`src/rtl/ats21_cmd_sched.sv`:
```
// ats21_cmd_sched: round-robin arbiter that serialises 32-bit ATS21 commands as two 16-bit beats and returns status or a timeout
module ats21_cmd_sched #(
  parameter int NUM_REQ = 4,
  parameter int TIMEOUT = 64,
  localparam int IDW = $clog2(NUM_REQ)
) (
  input  logic                   clk,
  input  logic                   reset,
  input  logic [NUM_REQ-1:0]     req_valid,
  input  logic [NUM_REQ*32-1:0]  req_instr,
  output logic [NUM_REQ-1:0]     req_grant,
  output logic                   resp_valid,
  output logic [IDW-1:0]         resp_id,
  output logic [1:0]             resp_stat,
  output logic                   resp_tmo,
  output logic                   busy,
  output logic                   ats_req,
  output logic [15:0]            ats_ctrl,
  input  logic                   ats_ready,
  input  logic [1:0]             ats_stat
);
  localparam int CW = $clog2(TIMEOUT);
  typedef enum logic [2:0] {IDLE, SEND_HI, SEND_LO, WAIT_RDY, RESP} state_t;
  state_t state, nxt;
  logic [IDW-1:0] ptr, win, id;
  logic found, take, last;
  logic [31:0] instr, instr_w;
  logic [CW-1:0] cnt;
  logic [1:0] stat;
  logic tmo;
  always_comb begin
    found = 1'b0;
    win = '0;
    for (int i = 0; i < NUM_REQ; i++)
      if (!found && req_valid[(int'(ptr) + i) % NUM_REQ]) begin
        found = 1'b1;
        win = IDW'((int'(ptr) + i) % NUM_REQ);
      end
  end
  // the grant is combinational, so it is masked while reset is held
  assign take = state == IDLE && found && reset;
  assign instr_w = req_instr[32*int'(win) +: 32];
  assign req_grant = take ? NUM_REQ'(1) << win : '0;
  assign last = cnt == CW'(TIMEOUT - 1);
  always_comb begin
    nxt = state;
    case (state)
      IDLE:     if (take) nxt = instr_w[31:29] == 3'b000 ? RESP : SEND_HI;
      SEND_HI:  nxt = SEND_LO;
      SEND_LO:  nxt = WAIT_RDY;
      WAIT_RDY: if (ats_ready || last) nxt = RESP;
      default:  nxt = IDLE;
    endcase
  end
  always_ff @(posedge clk or negedge reset)
    if (!reset) begin
      state <= IDLE;
      ptr <= '0;
      id <= '0;
      instr <= '0;
      cnt <= '0;
      stat <= '0;
      tmo <= 1'b0;
    end else begin
      state <= nxt;
      cnt <= state == WAIT_RDY && nxt == WAIT_RDY ? cnt + 1'b1 : '0;
      if (take) begin
        id <= win;
        instr <= instr_w;
        stat <= 2'b00;
        tmo <= 1'b0;
        ptr <= win == IDW'(NUM_REQ - 1) ? '0 : win + 1'b1;
      end
      // ready in the final timeout cycle still counts as a normal completion
      if (state == WAIT_RDY && ats_ready) begin
        stat <= ats_stat;
        tmo <= 1'b0;
      end else if (state == WAIT_RDY && last) begin
        stat <= 2'b11;
        tmo <= 1'b1;
      end
    end
  assign busy = state != IDLE;
  assign ats_req = state == SEND_HI || state == SEND_LO;
  assign ats_ctrl = state == SEND_HI ? instr[31:16] : state == SEND_LO ? instr[15:0] : '0;
  assign resp_valid = state == RESP;
  assign resp_id = resp_valid ? id : '0;
  assign resp_stat = resp_valid ? stat : '0;
  assign resp_tmo = resp_valid && tmo;
endmodule

```
`config.mk`:
```
export PLATFORM = sky130hd
export DESIGN_NAME = ats21_cmd_sched
export DESIGN_NICKNAME = d
export VERILOG_FILES = /design/src/rtl/ats21_cmd_sched.sv
export SDC_FILE = /design/constraint.sdc
export NUM_CORES = 1
export LEC_CHECK = 0
export CAP_MARGIN = 20
export CELL_PAD_IN_SITES_DETAIL_PLACEMENT = 2
export CELL_PAD_IN_SITES_GLOBAL_PLACEMENT = 2
export CORE_ASPECT_RATIO = 1.75
export CORE_UTILIZATION = 23
export CTS_BUF_LIST = sky130_fd_sc_hd__clkbuf_16
export DETAILED_ROUTE_END_ITERATION = 7
export GPL_ROUTABILITY_DRIVEN = 0
export PLACE_DENSITY = 0.86
export SLEW_MARGIN = 10
export SYNTH_ARGS = -nofsm -noshare
export SYNTH_HDL_FRONTEND = slang
export SYNTH_SLANG_ARGS = --single-unit
```
`constraint.sdc`:
```
create_clock -name clk -period 2.4 [get_ports clk]
set_input_delay 0.48 -clock clk [delete_from_list [all_inputs] [get_ports clk]]
set_output_delay 0.48 -clock clk [all_outputs]
set_load 0.02 [all_outputs]
```
==> impl_results.md <==
- Register area share after synthesis: 0.361
- Fmax: 419 MHz
- RR Endpoint: state[0]$_DFF_PN0_
- Share of layout cells above drive strength 1: 0.234
- Hold Buf Count CTS: 0
- Crit path max fanout: 5
- Clock Path Buffers: 2
- Delay-heaviest family, CP: simple AND/OR/NAND/NOR gates
- Maxcap violations: 0
- Synth Cell Area: roughly 3300 µm²
- Crit path arrival time: roughly 1900 ps
- Synthesized area per cell: 9.71 µm²
- Yosys warns: 0
- CP Buf/Inv Count: 3
- Clk pin slew, worst setup/hold paths: 70 ps
- Vias in the first global route: approximately 4,000
- CP most frequent cell: buf_6
- Starting Density: 0.238
- Avg Vias per Cell: approximately 4.8
- DRC viols: 0
- Count of final max-slew check failures: 0
- H-tree depth: 2
- Maximum vdd drop: 0.300 mV
- GRT overflow: 0
- Die H: roughly 160 µm
- PwrDens: about 940 nW/µm²
- IO Pins: between 150 and 200
- Slew of the pin with the lowest slew margin: 674 ps
- Synth Instances: 343
- CTS tree: done
- #FFs+latches synth: 48
- Final Cycle Share: 0.995
- Largest net degree at the start of global routing: a little over 50
- CP Cell Sequence: nor3b_2 > a211o_1 > nor2b_4 > buf_6 > buf_6 > ha_2 > and2_4 > buf_6
- Row count: 57
- CP Capture Type: output pin
- Reg2reg path depth: 10
- Fin util: 0.398
- Relative slew slack: 0.551
- All-Layer GR Usage: 0.173
- CTS Buf Count: 5
- First-pass GRT wire length: roughly 20 mm
- CP max stage cell: dfrtp_2
- Vias: ~3,400
- Unique masters post-synth: 40
- Crit Path Category: flop to output pin
- Final WL: 12.5 mm
- Chip width: approximately 93 µm
- Clk_lat worst skew: 290 ps
- HPWL after DPL: ~10 mm
- FF-to-FF Start: ptr[0]$_DFFE_PN0P_
- CTS root buf: clkbuf_16
- Leak: between 2 and 3 nW
- Clock sink count: 48
- Syn nets: 485
- FF-to-FF setup slack: roughly 130 ps
- Outcome: finished clean
- DRT iter0 DRCs: 62
- Placed Instances: about 690
- Reg area: between 1000 and 1500 µm²
- CP peak stage delay: ~440 ps
- DRT antenna net count: 0
- Final Hold Vio Count: 0
- Die area: 15,000 µm²
- RSZ-0062 raised after global routing: yes
- Setup violators final: 0
- Port-buffer cells: 164
- Drt pass-1 iters: 4
- Startpoint Class: flop
- Multi-input logic area: between 2000 and 2500 µm²
- Clk_skew: a little under 8 ps
- Total power: between 0.005 and 0.006 W
- N_diodes: 0
- Layout filler cell count: between 1,500 and 2,000
- DR WL/cell: ~18 µm
- Final Critical Period: ~2400 ps
- Core area: approximately 14,000 µm²
- Fin nets: 670
- Initial antenna violation count: 0
- WP data required: 1920 ps
- Setup TNS: 0 ps
- Layout Area Growth over Synthesis: 66.9%
- Finished Layout Cells: ~710
- Hold WC Path Type: input pin to async pin
==> metrics by stage <==
stage	setup WS, ps	cell area (µm²)	hold WS (ps)
final	12.8	5560	302
after CTS	0.992	5600	356
after floorplan	2.32	3330	184
after global routing	-60.6	5560	382
after detailed placement	-707	5350	465
after global placement	-655	5350	461
==> registers in the layout, indices dropped and copies added, names as in the netlist <==
name,count
ptr,2
id,2
state,3
stat,2
instr,32
cnt,6
tmo,1
==> cells in the final DEF, fill, tap and decap left out, types with 3 or more instances in the layout <==
cell type        count
clkdlybuf4s50_1    138
mux2i_1             58
dfrtp_1             46
nand2_1             45
mux2_2              29
buf_4               28
o21ai_1             18
a22o_1              16
clkbuf_2            16
o21ai_0             14
nor2_1              10
inv_1                8
buf_6                7
and3_1               6
and2_1               5
clkbuf_16            5
o31ai_1              4
a21oi_1              4
nand3_1              4
buf_2                4
and2_4               3
xor2_1               3
a31oi_1              3
ha_1                 3
buf_12               3
==> layout make-up <==
type,count,share of cell area
Tap cell,177,0.0398
Multi-Input combinational cell,263,0.367
Sequential cell,48,0.217
Timing Repair Buffer,201,0.339
Clock inverter,3,0.00855
Clock buffer,5,0.0225
Inverter,9,0.00653
==> metal layers <==
metal,part of all wire,GRT usage
met3,0.038,0.0254
met2,0.60,0.360
met1,0.34,0.161
met4,0.030,0.0643
met5,0,0
==> repair_timing <==
action | 4_1_cts | 5_1_grt
gates cloned | 0 | 0
hold endpoints to repair | 0 | 0
setup buffers | 6 | 0
pin swaps | 4 | 2
resized for setup | 73 | 32
endpoints found under the setup margin | 55 | 36
==> Yosys cell counts <==
| cell type | instances | area (µm²) |
|---|---|---|
| mux2i_1 | 59 | 591 |
| dfrtp_1 | 48 | 1200 |
| nand2_1 | 45 | 169 |
| mux2_2 | 29 | 327 |
| o21ai_1 | 18 | 90.1 |
| a22o_1 | 16 | 140 |
| clkbuf_1 | 16 | 60.1 |
| o21ai_0 | 14 | 70.1 |
| nor2_1 | 13 | 48.8 |
| and2_1 | 8 | 50.1 |
| inv_1 | 8 | 30.0 |
| and3_1 | 6 | 37.5 |
| buf_6 | 6 | 67.6 |
| ha_1 | 5 | 62.6 |
| nand3_1 | 5 | 25.0 |
| a21oi_1 | 4 | 20.0 |
| o31ai_1 | 4 | 30.0 |
| a211oi_1 | 3 | 22.5 |
| a31oi_1 | 3 | 18.8 |
| nor2b_1 | 3 | 18.8 |
| xor2_1 | 3 | 26.3 |
| a211o_1 | 2 | 17.5 |
| a21o_1 | 2 | 15.0 |
| nand2b_1 | 2 | 12.5 |
| nand4_1 | 2 | 12.5 |
| nor3_1 | 2 | 10.0 |
| o211ai_1 | 2 | 15.0 |
| o31a_1 | 2 | 17.5 |
| or2_2 | 2 | 12.5 |
| a211oi_2 | 1 | 12.5 |
| a21oi_2 | 1 | 8.76 |
| a2bb2oi_2 | 1 | 15.0 |
| a31o_1 | 1 | 8.76 |
| and4_1 | 1 | 8.76 |
| buf_4 | 1 | 7.51 |
| inv_4 | 1 | 6.26 |
| nor3_4 | 1 | 16.3 |
| nor3b_1 | 1 | 7.51 |
| o211ai_2 | 1 | 12.5 |
| xnor2_1 | 1 | 8.76 |
==> worst max-delay path by stage <==
stage               cells past startpoint  slack [ps]           end               start
finish                                  8          10  req_grant[2]  ptr[0]$_DFFE_PN0P_
global route                            8         -60  req_grant[0]  ptr[1]$_DFFE_PN0P_
CTS                                     6           1  ats_ctrl[12]  state[2]$_DFF_PN0_
detailed placement                      8        -710  req_grant[1]        req_valid[3]
global placement                        8        -660  req_grant[1]        req_valid[3]
floorplan                               7           2  req_grant[3]        req_valid[1]
==> logic make-up (layout without fill, tap and decap cells) <==
logic type	Yosys count	after routing	share of synthesized area
AO/OA/AOI/OAI	75	75	0.154
XOR/XNOR	4	4	0.0105
adder cells (fa/ha/maj)	5	5	0.0188
buffers and inverters	32	218	0.0515
flip-flops	48	48	0.361
multiplexers	88	88	0.275
AND/OR/NAND/NOR	91	91	0.129
==> power by group <==
group          switching [W]  internal (W)  leakage [nW]  total [W]
combinational        0.00157       0.00149          1.87    0.00307
clock               0.000316      0.000495        0.0840   0.000812
sequential          0.000202       0.00114         0.608    0.00134
Note: power is estimated with default switching activity, not from simulation.
